File: config.mk
export PLATFORM = sky130hd
export DESIGN_NAME = ysyx_23060201_lsu
export DESIGN_NICKNAME = d
export VERILOG_FILES = /design/src/rtl/ysyx_23060201_lsu.sv
export SDC_FILE = /design/constraint.sdc
export NUM_CORES = 1
export LEC_CHECK = 0
export ABC_AREA = 1
export BUFFER_PORTS_ARGS = -buffer_cell sky130_fd_sc_hd__buf_4
export CAP_MARGIN = 40
export CORE_MARGIN = 2
export CORE_UTILIZATION = 50
export CTS_BUF_LIST = sky130_fd_sc_hd__clkbuf_8 sky130_fd_sc_hd__clkbuf_16
export CTS_CLUSTER_DIAMETER = 30
export DETAILED_ROUTE_END_ITERATION = 12
export HOLD_SLACK_MARGIN = 0.08
export PLACE_DENSITY = 0.86
export SYNTH_ARGS = -nofsm -noshare
export SYNTH_HDL_FRONTEND = slang
export SYNTH_SLANG_ARGS = --single-unit
export TNS_END_PERCENT = 20
File: constraint.sdc
create_clock -name clk -period 3 [get_ports clk]
set_input_delay 0.45 -clock clk [delete_from_list [all_inputs] [get_ports clk]]
set_output_delay 0.45 -clock clk [all_outputs]
set_load 0.05 [all_outputs]
File: src/rtl/ysyx_23060201_lsu.sv
// Load/store unit: accepts one EXU load/store, drives the data-memory strobe port,
// extracts/extends load data and returns the result to WBU over valid/ready.
module ysyx_23060201_lsu #(
    parameter int unsigned MEM_ADDR_WIDTH = 32,
    parameter int unsigned DATA_WIDTH     = 32,
    parameter int unsigned RD_LATENCY     = 1
) (
    input  logic                      clk,
    input  logic                      rst_n,
    input  logic                      in_valid,
    output logic                      in_ready,
    input  logic                      in_ren,
    input  logic                      in_wen,
    input  logic [MEM_ADDR_WIDTH-1:0] in_addr,
    input  logic [DATA_WIDTH-1:0]     in_wdata,
    input  logic [2:0]                in_funct3,
    output logic                      out_valid,
    input  logic                      out_ready,
    output logic [DATA_WIDTH-1:0]     out_rdata,
    output logic                      out_err,
    output logic                      mem_wen,
    output logic [MEM_ADDR_WIDTH-1:0] mem_waddr,
    output logic [7:0]                mem_wmask,
    output logic [DATA_WIDTH-1:0]     mem_wdata,
    output logic                      mem_ren,
    output logic [MEM_ADDR_WIDTH-1:0] mem_raddr,
    output logic [7:0]                mem_rmask,
    input  logic [DATA_WIDTH-1:0]     mem_rdata
);

    typedef enum logic [1:0] {StIdle, StReq, StWait, StResp} state_e;

    localparam logic [2:0] CntInit = 3'(RD_LATENCY - 1);

    state_e                    state_q, state_d;
    logic [MEM_ADDR_WIDTH-1:0] addr_q, addr_d;
    logic [DATA_WIDTH-1:0]     wdata_q, wdata_d;
    logic [DATA_WIDTH-1:0]     rdata_q, rdata_d;
    logic [2:0]                funct3_q, funct3_d;
    logic [2:0]                cnt_q, cnt_d;
    logic                      store_q, store_d;
    logic                      err_q, err_d;

    logic                      f3_ok;
    logic                      misaligned;
    logic [1:0]                off;
    logic [3:0]                lane_mask;
    logic [DATA_WIDTH-1:0]     lane;
    logic [DATA_WIDTH-1:0]     load_ext;
    logic [MEM_ADDR_WIDTH-1:0] word_addr;

    // Legality is judged on the incoming request; a store takes priority over ren.
    always_comb begin
        f3_ok = 1'b0;
        if (in_wen) begin
            f3_ok = (in_funct3 == 3'b000) || (in_funct3 == 3'b001) || (in_funct3 == 3'b010);
        end else begin
            f3_ok = (in_funct3 == 3'b000) || (in_funct3 == 3'b001) || (in_funct3 == 3'b010) ||
                    (in_funct3 == 3'b100) || (in_funct3 == 3'b101);
        end
        misaligned = ((in_funct3[1:0] == 2'b01) && in_addr[0]) ||
                     ((in_funct3[1:0] == 2'b10) && (in_addr[1:0] != 2'b00));
    end

    assign off       = addr_q[1:0];
    assign word_addr = {addr_q[MEM_ADDR_WIDTH-1:2], 2'b00};
    assign lane      = mem_rdata >> {off, 3'b000};

    always_comb begin
        lane_mask = 4'b1111;
        case (funct3_q[1:0])
            2'b00:   lane_mask = 4'b0001 << off;
            2'b01:   lane_mask = 4'b0011 << off;
            default: lane_mask = 4'b1111;
        endcase
    end

    always_comb begin
        load_ext = lane;
        case (funct3_q)
            3'b000:  load_ext = {{(DATA_WIDTH-8){lane[7]}}, lane[7:0]};
            3'b001:  load_ext = {{(DATA_WIDTH-16){lane[15]}}, lane[15:0]};
            3'b100:  load_ext = {{(DATA_WIDTH-8){1'b0}}, lane[7:0]};
            3'b101:  load_ext = {{(DATA_WIDTH-16){1'b0}}, lane[15:0]};
            default: load_ext = lane;
        endcase
    end

    always_comb begin
        state_d  = state_q;
        addr_d   = addr_q;
        wdata_d  = wdata_q;
        rdata_d  = rdata_q;
        funct3_d = funct3_q;
        cnt_d    = cnt_q;
        store_d  = store_q;
        err_d    = err_q;
        unique case (state_q)
            StIdle: begin
                if (in_valid) begin
                    addr_d   = in_addr;
                    wdata_d  = in_wdata;
                    funct3_d = in_funct3;
                    store_d  = in_wen;
                    cnt_d    = CntInit;
                    rdata_d  = '0;
                    err_d    = 1'b0;
                    if (!in_wen && !in_ren) begin
                        state_d = StResp;
                    end else if (!f3_ok || misaligned) begin
                        err_d   = 1'b1;
                        state_d = StResp;
                    end else begin
                        state_d = StReq;
                    end
                end
            end
            StReq, StWait: begin
                if (store_q) begin
                    state_d = StResp;
                end else if (cnt_q == 3'd0) begin
                    // Final read cycle: capture on the edge that ends it.
                    rdata_d = load_ext;
                    state_d = StResp;
                end else begin
                    cnt_d   = cnt_q - 3'd1;
                    state_d = StWait;
                end
            end
            StResp: begin
                if (out_ready) begin
                    state_d = StIdle;
                end
            end
            default: state_d = StIdle;
        endcase
    end

    always_ff @(posedge clk or negedge rst_n) begin
        if (!rst_n) begin
            state_q  <= StIdle;
            addr_q   <= '0;
            wdata_q  <= '0;
            rdata_q  <= '0;
            funct3_q <= '0;
            cnt_q    <= '0;
            store_q  <= 1'b0;
            err_q    <= 1'b0;
        end else begin
            state_q  <= state_d;
            addr_q   <= addr_d;
            wdata_q  <= wdata_d;
            rdata_q  <= rdata_d;
            funct3_q <= funct3_d;
            cnt_q    <= cnt_d;
            store_q  <= store_d;
            err_q    <= err_d;
        end
    end

    always_comb begin
        in_ready  = (state_q == StIdle);
        out_valid = (state_q == StResp);
        out_rdata = (state_q == StResp) ? rdata_q : '0;
        out_err   = (state_q == StResp) ? err_q : 1'b0;
        mem_wen   = (state_q == StReq) && store_q;
        mem_ren   = ((state_q == StReq) || (state_q == StWait)) && !store_q;
        mem_waddr = mem_wen ? word_addr : '0;
        mem_wmask = mem_wen ? {4'b0000, lane_mask} : 8'h00;
        mem_wdata = mem_wen ? (wdata_q << {off, 3'b000}) : '0;
        mem_raddr = mem_ren ? word_addr : '0;
        mem_rmask = mem_ren ? {4'b0000, lane_mask} : 8'h00;
    end

endmodule

==> reports/metrics.cfg <==
[synthesis]
yosysTopAreaCell = dfrtp_1
yosysWarningCount = 0
synthCells = 903
post_synth_instance_area_um2 = 6150
synth_common_cells = nand2_1 (346), nor2_1 (132), dfrtp_1 (106)
synth_area_leaders = dfrtp_1 (43%), nand2_1 (21%), nor2_1 (8.1%)
synth.distinct_cells = 31
async_flop_share = 1.00
yosys_most_used_dff = dfrtp_1
synth_top_area_frac = 0.431
yosysSeqAreaShare = 0.431
yosysMostFrequentCell = nand2_1
synth-edff-count = 0
synth-seq-cells = 106
synth.avg_cell_area_um2 = 6.81

[final_layout]
utilization = 0.688
area_delta_synth_final_pct = 34.5
final_area_um2 = 8270
num-fill-cells = 1054
antenna_cells = 0
nets = 1226
drive_gt1_frac = 0.259

[power_and_ir_drop]
p_switching_mw = 5.52
ir_drop_mv = 0.643
p_leak_nw = 4.80
finalPower_mw = 9.94
intPower_mw = 4.42
clockPowerShare = 0.115
seqPwrFrac = 0.250
p_per_area_nw_per_um2 = 1200
switching_share = 0.555
p_comb_frac = 0.635

[clocking]
root_buffer = clkbuf_16
cts_tree = built
cts.sinks = 106
cts_max_level = 3
clk_pin_slew_worst_paths_ps = 70
post_cts.repair.setup_buffers = 0
cts_buffer_depth = 2
numCtsBuffers = 9
insertion_delay_ps = 340

[worst_setup_path]
critPathKind = flop to output pin
worstPathRequired_ps = 2550
arrival_ps = 2280
worst_setup_path_start_kind = flop
end_kind = output pin
path_max_fanout = 54

[drt]
ant_nets = 0
vias_per_cell = 5.17
drt-met1-wl_um = 7500
dr.pass1.iters = 5
top_layer = met4
vias = 6551
drt_iter0_drc = 482
wl_per_cell_um = 14.7
wl_um = 18600
drc_errors = 0
route.met2.wl_um = 9300
wl_met3_um = 1500

[sta]
fin_skew_ps = 6.35
finalSetupTns_ps = 0
hold_viol = 0
relSlewSlack = 0.615
max_freq_mhz = 366
rsz0062_at_grt = no
timing.final.crit_share = 0.910
fin_ws_ps = 271
period_needed_ps = 2730
tightestPinTransition_ps = 578
finalSetupViolCount = 0
slew_viol_final = 0

[floorplanning]
die_w_um = 115
rows = 40
core-area_um2 = 12000
die-area_um2 = 13200
start_util = 0.512
io_pins = 254
fp.dieH_um = 115

[placed_design]
hpwl_um = 13800
place_congestion = 0.896
port_buffers = 241
place_area_um2 = 7980
post-place-ws_ps = 504

[worst_hold_path]
hp-class = primary input to asynchronous set/reset pin

[global_routing]
grt_pass1_vias = 5937
gr-total-overflow = 0
grt_pass1_wl_um = 29100
grt_antenna_before_repair = 0
grt_max_degree = 73
grtUsageTotal = 0.277

[outcome]
status = completed

[job]
drv_cap = 0

## worst max-delay path, cell delays in order (launching register included)
cell and delay (ps):
dfrtp_2 620, inv_4 490, nor2_1 80, o32ai_1 450
buf_4 280
## stage by stage
step           hold WS (ps)  std cells
2_1_floorplan           154        914
3_3_place_gp            452       1251
3_5_place_dp            458       1251
4_1_cts                87.4       1266
5_1_grt                 111       1266
6_report               75.5       1266
## sequential cells by signal, indices dropped and copies added (netlist names)
name,flops
wdata_q,32
rdata_q,32
store_q,1
err_q,1
addr_q,32
state_q,2
cnt_q,3
funct3_q,3
## layer usage
metal | track usage | vias up
met1 | 0.361 | 3051
met2 | 0.468 | 304
met5 | 0 | -
li1 | - | 3171
met3 | 0.0601 | 25
met4 | 0.0747 | 0
## power by group through the flow
stage	Clock [mW]	Combinational, mW	Sequential (mW)
global placement	0	6.17	2.47
floorplan	0	4.75	2.30
global route	1.22	6.86	2.55
CTS	1.16	6.30	2.47
finish	1.15	6.31	2.48
detailed placement	0	6.28	2.48
## cell families (layout without fill, tap and decap cells)
| family | after synthesis | after routing | synth area share |
|---|---|---|---|
| compound gates | 116 | 116 | 0.111 |
| fa+ha+maj | 6 | 6 | 0.0122 |
| buf+inv | 159 | 364 | 0.110 |
| flops | 106 | 106 | 0.431 |
| mux | 8 | 8 | 0.0130 |
| other cells | 1 | 12 | 0.000610 |
| simple gates | 507 | 507 | 0.322 |
## path summary, 6_finish.rpt
| kind | start | endpoint | slack (ps) | cells after the start |
|---|---|---|---|---|
| min in group clk | in_wdata[27] | wdata_q[27]$_DFFE_PN0P_ | 290 | 3 |
| worst min register to register | wdata_q[25]$_DFFE_PN0P_ | wdata_q[25]$_DFFE_PN0P_ | 490 | 2 |
| worst max register to register | addr_q[0]$_DFFE_PN0P_ | rdata_q[30]$_DFFE_PN0P_ | 700 | 7 |
| max in group asynchronous | rst_n | addr_q[29]$_DFFE_PN0P_ | 2140 | 2 |
| worst max-delay path | addr_q[0]$_DFFE_PN0P_ | mem_wdata[19] | 270 | 4 |
| worst min-delay path | rst_n | rdata_q[28]$_DFFE_PN0P_ | 80 | 1 |
## area by class of cell
class / count / area, um^2 / share of cell area
Inverter: 94 / 355 / 0.0430
Tap cell: 147 / 184 / 0.0222
Timing Repair Buffer: 255 / 1930 / 0.233
Sequential cell: 106 / 2650 / 0.321
Clock inverter: 5 / 45.0 / 0.00545
Multi-Input combinational cell: 649 / 2860 / 0.346
Clock buffer: 10 / 239 / 0.0289
## repair_timing
action | CTS | global route
hold endpoints to repair | 0 | 0
hold buffers | 0 | 0
gates resized for setup | 0 | 1
setup endpoints to repair | 0 | 6
## cell usage in the layout, fill, tap and decap left out
master,count
nand2_1,345
buf_4,254
nor2_1,132
dfrtp_1,105
inv_1,86
o21ai_0,62
a21oi_1,26
nand3_1,17
o32ai_1,16
conb_1,12
clkbuf_16,9
mux2i_1,8
inv_2,7
o211ai_1,7
ha_1,6
nand2_2,3
nand4_1,2
nand3_2,2
or2_2,2
inv_6,2
nor2_4,1
inv_4,1
o21ai_4,1
nand3_4,1
o211ai_2,1
o31ai_1,1
o22ai_1,1
a22oi_1,1
and2_1,1
or2_1,1
dfrtp_2,1
inv_8,1
clkinvlp_4,1
clkinv_4,1
clkbuf_8,1
buf_12,1
No activity file was read; power rests on OpenSTA's default activity.
